File: config.mk
export PLATFORM = sky130hd
export DESIGN_NAME = div
export DESIGN_NICKNAME = d
export VERILOG_FILES = /design/src/rtl/div_pkg.sv /design/src/rtl/div.sv
export SDC_FILE = /design/constraint.sdc
export NUM_CORES = 1
export LEC_CHECK = 0
export ABC_AREA = 1
export CAP_MARGIN = 15
export CORE_MARGIN = 5
export CORE_UTILIZATION = 40
export CTS_CLUSTER_SIZE = 16
export DETAILED_ROUTE_END_ITERATION = 16
export PLACE_DENSITY = 0.63
export SYNTH_ARGS = -nofsm -noshare
export SYNTH_HDL_FRONTEND = slang
export SYNTH_SLANG_ARGS = --single-unit
File: constraint.sdc
create_clock -name clk -period 2.1 [get_ports clk]
set_input_delay 0.42 -clock clk [delete_from_list [all_inputs] [get_ports clk]]
set_output_delay 0.42 -clock clk [all_outputs]
set_load 0.01 [all_outputs]
File: src/rtl/div_pkg.sv
// div_pkg: shared widths, state encoding, handshake constants and operand helper for div.
// Macro: DIV_EARLY_TERM_EN is consumed by div, not by this package.
package div_pkg;

    localparam int          REG_BUS          = 32;
    localparam int          DOUBLE_REG_BUS   = 64;
    localparam logic        RST_ENABLE       = 1'b1;
    localparam logic [31:0] ZERO_WORD        = 32'h0;
    localparam logic        DIV_RESULT_READY = 1'b1;
    localparam logic        DIV_RESULT_NOT_READY = 1'b0;
    localparam logic        DIV_START        = 1'b1;
    localparam logic        DIV_STOP         = 1'b0;

    typedef enum logic [1:0] {
        DIV_FREE    = 2'b00,
        DIV_BY_ZERO = 2'b01,
        DIV_ON      = 2'b10,
        DIV_END     = 2'b11
    } div_state_e;

    // Magnitude of an operand; 0x80000000 maps to itself, which is 2^31 read unsigned.
    function automatic logic [REG_BUS-1:0] magnitude(input logic sgn, input logic [REG_BUS-1:0] x);
        return (sgn && x[REG_BUS-1]) ? -x : x;
    endfunction

endpackage

File: src/rtl/div.sv
// div: multi-cycle 32-bit signed/unsigned restoring divider, one quotient bit per cycle.
// Ports:
//   clk           clock
//   rst_n         synchronous reset, active-high (RST_ENABLE)
//   signed_div_i  1 = signed divide, 0 = unsigned
//   opdata1_i     dividend, sampled only on the start cycle
//   opdata2_i     divisor, sampled only on the start cycle
//   start_i       request, held until the result is consumed
//   annul_i       abort an operation in progress
//   result_o      {remainder, quotient}, registered
//   ready_o       result_o valid, registered
// Macro: DIV_EARLY_TERM_EN skips iteration when |dividend| < |divisor|.
module div
    import div_pkg::*;
(
    input  logic                      clk,
    input  logic                      rst_n,
    input  logic                      signed_div_i,
    input  logic [REG_BUS-1:0]        opdata1_i,
    input  logic [REG_BUS-1:0]        opdata2_i,
    input  logic                      start_i,
    input  logic                      annul_i,
    output logic [DOUBLE_REG_BUS-1:0] result_o,
    output logic                      ready_o
);

    div_state_e         state, state_nxt;
    logic [5:0]         cnt;
    logic [64:0]        work;
    logic [REG_BUS-1:0] divisor;
    logic               neg_q, neg_r;
    logic [REG_BUS-1:0] mag1, mag2, quo, rem;
    logic [32:0]        trial;
    logic               go, early;

    assign mag1 = magnitude(signed_div_i, opdata1_i);
    assign mag2 = magnitude(signed_div_i, opdata2_i);
    assign go   = start_i == DIV_START && !annul_i;

`ifdef DIV_EARLY_TERM_EN
    assign early = mag1 < mag2;
`else
    assign early = 1'b0;
`endif

    // work holds the partial remainder in [63:32] (pre-shifted one bit) and
    // the dividend/quotient in [31:0]; the final remainder ends up in [64:33].
    assign trial = {1'b0, work[63:32]} - {1'b0, divisor};
    assign quo   = neg_q ? -work[31:0] : work[31:0];
    assign rem   = neg_r ? -work[64:33] : work[64:33];

    always_ff @(posedge clk) begin
        if (rst_n == RST_ENABLE)
            state <= DIV_FREE;
        else
            state <= state_nxt;
    end

    always_comb begin
        state_nxt = state;
        case (state)
            DIV_FREE:    if (go) state_nxt = (opdata2_i == ZERO_WORD) ? DIV_BY_ZERO : early ? DIV_END : DIV_ON;
            DIV_BY_ZERO: state_nxt = DIV_END;
            DIV_ON:      state_nxt = annul_i ? DIV_FREE : (cnt == 6'd32) ? DIV_END : DIV_ON;
            DIV_END:     if (start_i == DIV_STOP) state_nxt = DIV_FREE;
        endcase
    end

    always_ff @(posedge clk) begin
        if (rst_n == RST_ENABLE) begin
            cnt      <= '0;
            work     <= '0;
            divisor  <= '0;
            neg_q    <= 1'b0;
            neg_r    <= 1'b0;
            result_o <= '0;
            ready_o  <= DIV_RESULT_NOT_READY;
        end else begin
            case (state)
                DIV_FREE: begin
                    ready_o  <= DIV_RESULT_NOT_READY;
                    result_o <= (go && early) ? {opdata1_i, ZERO_WORD} : '0;
                    if (go) begin
                        work    <= {ZERO_WORD, mag1, 1'b0};
                        divisor <= mag2;
                        neg_q   <= signed_div_i & (opdata1_i[31] ^ opdata2_i[31]);
                        neg_r   <= signed_div_i & opdata1_i[31];
                        cnt     <= '0;
                    end
                end
                DIV_BY_ZERO: begin
                    ready_o  <= DIV_RESULT_READY;
                    result_o <= '0;
                end
                DIV_ON: begin
                    if (annul_i) begin
                        cnt      <= '0;
                        work     <= '0;
                        result_o <= '0;
                    end else if (cnt != 6'd32) begin
                        work <= trial[32] ? {work[63:0], 1'b0} : {trial[31:0], work[31:0], 1'b1};
                        cnt  <= cnt + 6'd1;
                    end else begin
                        result_o <= {rem, quo};
                        ready_o  <= DIV_RESULT_READY;
                    end
                end
                DIV_END: begin
                    // Early-terminated operations arrive here with ready_o still low.
                    ready_o <= (start_i == DIV_STOP) ? DIV_RESULT_NOT_READY : DIV_RESULT_READY;
                    if (start_i == DIV_STOP) result_o <= '0;
                end
            endcase
        end
    end

endmodule

---- Word level (Yosys, flattened, before mapping) ----
Index checks and enable logic that the tools add are counted.
cells by class
  eq/ne operators ......................... 11
  multipliers ............................. 0
  add/sub/neg operators ................... 6
  bitwise logic cells ..................... 3
  multiplexer cells ....................... 27
  divide/modulo/power cells ............... 0
  shift-type cells ........................ 0
  reduce and logical (&&, ||, !) cells .... 13
  magnitude comparators ................... 0
operators with widths
  operator                                                       count
  65-bit two-way mux                                             4
  64-bit two-way mux                                             3
  64-bit one-hot mux with 3 select lines                         1
  65-bit one-hot mux with 2 select lines                         1
  32-bit two-way mux                                             4
  32-bit negation                                                4
  32-bit by 32-bit subtractor with 33-bit output                 1
  32-bit zero test                                               1
  6-bit two-way mux                                              3
  6-bit one-hot mux with 2 select lines                          1
  2-bit two-way mux                                              4
  2-bit != test, second input constant                           4
  2-bit one-hot mux with 4 select lines                          1
  2-bit AND reduction                                            4
  6-bit by 1-bit adder with 6-bit output, second input constant  1
  6-bit == test, second input constant                           1
  3-bit != test, second input constant                           2
  6-bit != test, second input constant                           1
  2-bit == test, second input constant                           2
  1-bit two-way mux                                              4
  1-bit one-hot mux with 4 select lines                          1
  1-bit logical AND                                              3
  3-bit AND reduction                                            1
  1-bit bitwise AND                                              2
  other kinds (6)                                                6
storage, ports and cells
  word-level logic and storage cells ...... 68
  bits in latches ......................... 0
  memory bits (read-only) ................. 0
  memory bits (writable) .................. 0
  flip-flop bits (word level) ............. 172
  memories kept ........................... 0
  output and inout bits ................... 65

---- Depth between registers and ports, before layout ----
Gate-level depths: netlist of run 1.
  word-level depth ........................ 5
  gate-level depth with buffers ........... 16
  gate-level depth less buffers ........... 16

---- Worst setup path after synthesis of run 1 ----
Ideal clock, no wire load.
  path kind ............................... reg-to-reg
  from .................................... register work[32]
  to ...................................... register work[52]
  cell stages (with the launch flop) ...... 15
  path slack .............................. 0.012 ns
  setup time .............................. 0.132 ns
  arrival time ............................ 1.956 ns
  cell sequence ........................... dfxtp_1 inv_1 ha_1 fa_1 o21ai_0 nand3_1 nand2_1 nand2_1 nand2_1 nand2_2 nand2_2 buf_4 nand3_1 nand3_1 a21oi_1
between the ends
  word-level cells in the longest chain between the ends .. 5
ends and longest elaborated chain
  element                                         line        text
  start: declaration                              div.sv:29   logic [64:0] work;
  start signal: assignment                        div.sv:84   work <= {ZERO_WORD, mag1, 1'b0};
  start signal: assignment                        div.sv:101  work <= trial[32] ? {work[63:0], 1'b0} : {trial[31:0], work[31:0], 1'b1};
  32-bit by 32-bit subtractor with 33-bit output  div.sv:48   assign trial = {1'b0, work[63:32]} - {1'b0, divisor};
  65-bit two-way mux                              div.sv:101
  65-bit two-way mux                              div.sv:100  end else if (cnt != 6'd32) begin
  65-bit two-way mux                              div.sv:96   if (annul_i) begin
  65-bit one-hot mux with 2 select lines          div.sv:79   case (state)
Every way passes these cells. The select of a mux whose other input is x is not followed.
A chain may end at the register's enable or synchronous reset.

---- Worst setup path in the final report of run 1 ----
Ends and elaborated chain as after synthesis.

==> results by group, run 1 <==
Final layout
  • Ant. Diodes: 0
  • Syn-to-layout area delta: 39.11%
  • Footprint of the multi-input gates: between 8000 and 9000 sq um
  • Layout cell share with drive strength beyond 1: 17.01%
  • Commonest non-fill, non-tap cell in the layout: nand2_1
  • FF/Latch Area: 3447 sq um
  • Final #Nets: 2664
  • Non-filler instance count after layout: around 3000
  • Most frequent cells in the layout: 573 x nand2_1, 329 x inv_1, 256 x buf_4
  • Fill count: approximately 3200

Route
  • Drt first pass iters: 6
  • Final ANT Viol Nets: 0
  • Vias: 15350
  • Vias per inst: 5.177
  • DRC: 0
  • WL/cell: between 15 and 20 microns
  • Starting DRT DRC Count: 1294
  • DRT Wirelength: 47290 microns

Yosys
  • Simple-gate portion of the synthesized area: 36.24%
  • Area contributors post-synth: dfxtp_1 27%, nand2_1 17%, a21oi_1 9.8%, nand3_1 9.8%, inv_1 9.8%
  • Register bit total from synthesis: 172
  • Post-synthesis cell count: 2202
  • Library cells used by synthesis: 42
  • Compound-Gate Fraction of Synth Area: 17.39%
  • Net Count, Synth: between 2000 and 2500
  • Register area share after synthesis: between 20% and 30%
  • Mapped Area: between 10000 and 15000 sq um
  • Largest family of logic cells by synthesized area: simple AND/OR/NAND/NOR gates
  • Synth top area share: 26.82%
  • Synthesized area per cell: 5.831 sq um
  • Area leader, netlist: dfxtp_1
  • Post-Synth Adder-Cell Area: 4.444%
  • Xor/xnor share of the synthesized area: 2.183%
  • Syn. warnings: 0
  • Mux share of post-synthesis cell area: 0%

Critical path
  • R2r worst-path depth: 14
  • Crit path from: work[32]
  • Reg2Reg Setup Slack: -0.1 ns
  • Critical Path End: work[52]
  • CP endpoint kind: register
  • Worst Setup Start Kind: register
  • Critical path arrival: approximately 2.5 ns
  • Worst path required time: approximately 2.4 ns
  • Reg2reg start: work[32]
  • FF-to-FF End: work[52]
  • Crit-path max FO: 8
  • Crit path kind: register to register

Flow run
  • Max-cap violations: 0

STA
  • Fin. max-slew vios: 0
  • RSZ-0062 raised after global routing: yes
  • Hold Violations, Final: 0
  • Worst Skew: 0.01904 ns
  • Final min period: about 2.2 ns
  • Setup_tns: -1.832 ns
  • Final Setup Violations: 33
  • Max Freq: 454.8 MHz
  • PnR worst setup slack: -0.09886 ns
  • Worst-Margin Slew: between 0.6 and 0.7 ns
  • Slew headroom: 57.15%
  • Tcrit/Tclk final: 104.7%

Die
  • Core footprint: 31640 sq um
  • Std-Cell Rows: 65
  • Vert. Die Dim: 189.2 microns
  • Die Wd: roughly 190 microns
  • Die area: 35780 sq um
  • Starting Density: 40.59%
  • I/O pins: 134

Worst hold path
  • Worst min path class: primary input to register

Global route
  • Vias in the first global route: between 10000 and 15000
  • Largest net degree at the start of global routing: 83
  • Gr ovfl total: 0
  • Met2 usage: 40.92%
  • Most used routing layer: met2
  • Met3 Use GR: 2.950%
  • First-pass GRT wire length: between 70000 and 80000 microns
  • Met1 usage in global routing: between 30% and 40%
  • Gr usage total: 25.47%
  • Initial antenna violation count: 0

Power
  • Tot Pwr: 14.73 mW
  • Power Dens Cells: 824.5 nW/um^2
  • Peak VDD IR: 603.7 uV
  • P_leak: 8.546 nW

Clocking
  • Clk Latency, worst-skew pair: 0.46 ns
  • Cts bufs inserted: 17
  • CTS Buffer Depth: 2
  • CTS tree: built
  • CTS sink count: 172
  • H-tree depth: 4
  • Clock transition at path regs: 0.08 ns
  • Hold Buf Count CTS: 0
  • Root Driver: clkbuf_16

Place
  • Gp weighted congestion: 0.9767
  • DP Wirelength: 37140 microns
  • IO buf count: between 100 and 150
  • Placed cells: a little under 3000

Outcome
  • Failing checks: negative setup slack
  • Status: finished, violations left
[report_power, final]
part / switching, mW / leakage, nW / internal [mW]
clock: 1.49 / 0.296 / 1.94
combinational: 4.41 / 6.85 / 2.82
sequential: 0.410 / 1.40 / 3.66
[through the flow]
stage / cell area, sq um / utilization [%] / worst slack [ns] / hold slack [ns]
after detailed placement: 16540 / 52.29 / -0.3579 / 0.4546
after CTS: 17250 / 54.51 / 0.003181 / 0.1852
after global placement: 16540 / 52.29 / -0.3049 / 0.4515
after global routing: 17860 / 56.46 / -0.1936 / 0.2008
after floorplan: 12840 / - / 0.01182 / 0.4575
final: 17860 / 56.46 / -0.09886 / 0.2019
[area by class of cell]
type	count	share of cell area (%)
clock inverters	13	1.016
multi-input cells	1600	46.29
repair buffers	411	20.78
flip-flops and latches	172	19.30
clock buffers	19	2.480
inverters	348	7.327
well taps	402	2.816
[synthesized netlist by cell type (all sizes together)]
cell type and count:
and3b 1, nor2 173, a21oi 252, o311ai 1, or2 4, clkinv 9
xnor2 19, dfxtp 172, a31oi 3, nor4 6, o21ai 142, o21bai 2
o221ai 5, a41oi 1, nand4 31, fa 1, o31ai 4, o211ai 8
ha 44, o32ai 1, clkbuf 51, and3 1, and2 1, buf 31
nand2 595, nor3 22, nand3 251, nand3b 12, a21o 4, xor2 13
inv 339, a211oi 3
[cell families after synthesis]
family / after synthesis
fa+ha+maj: 45
buf+inv: 430
compound gates: 426
simple gates: 1097
xor+xnor: 32
flops: 172
[flip-flops by register name, indices dropped and copies added (netlist names)]
register / flops
work: 65
result_o: 64
divisor: 32
cnt: 6
state: 2
neg_q: 1
neg_r: 1
ready_o: 1
[how the worst min path moves through the flow]
stage                       startpoint           end  slack, ns  cells after the start
final                            rst_n  result_o[61]       0.20                      2
after floorplan                work[0]       work[0]       0.46                      2
after global placement    result_o[50]  result_o[50]       0.45                      2
after detailed placement   result_o[4]   result_o[4]       0.45                      2
after CTS                        rst_n  result_o[61]       0.19                      2
after global routing             rst_n  result_o[61]       0.20                      2
[per-layer routing]
layer / wire, microns / up-vias / share of wire (%)
li1: - / 7813 / -
met1: 22580 / 7007 / 48
met2: 21140 / 474 / 45
met3: 2410 / 56 / 5.1
met4: 1158 / 0 / 2.4
met5: 0 / - / 0
[worst max-delay path, stage by stage, from the launching register on]
cell and delay [ns]:
dfxtp_2 0.34, inv_2 0.05, ha_4 0.15, fa_2 0.42, o21ai_2 0.13, nand3_1 0.10
nand2_2 0.11, nand2_2 0.08, nand2_4 0.09, nand2_8 0.09, nand2_8 0.14, clkbuf_16 0.17
nand3_2 0.07, nand3_2 0.07, a21oi_2 0.07
[timing repair]
item                                    in CTS  in global routing
setup buffers                                1                  1
endpoints found under the setup margin      40                114
gates resized for setup                     24                105
pin swaps                                    2                 20
gates cloned                                 0                  5
No activity file was read; power rests on OpenSTA's default activity.
==> inputs of run 2 (changes only) <==
--- a/config.mk
+++ b/config.mk
@@ -12,6 +12,7 @@
 export CTS_CLUSTER_SIZE = 16
 export DETAILED_ROUTE_END_ITERATION = 16
 export PLACE_DENSITY = 0.63
+export SLEW_MARGIN = 30
 export SYNTH_ARGS = -nofsm -noshare
 export SYNTH_HDL_FRONTEND = slang
 export SYNTH_SLANG_ARGS = --single-unit
==> results of run 2 <==
The final DEF is identical to that of run 1; final timing and power are the same.
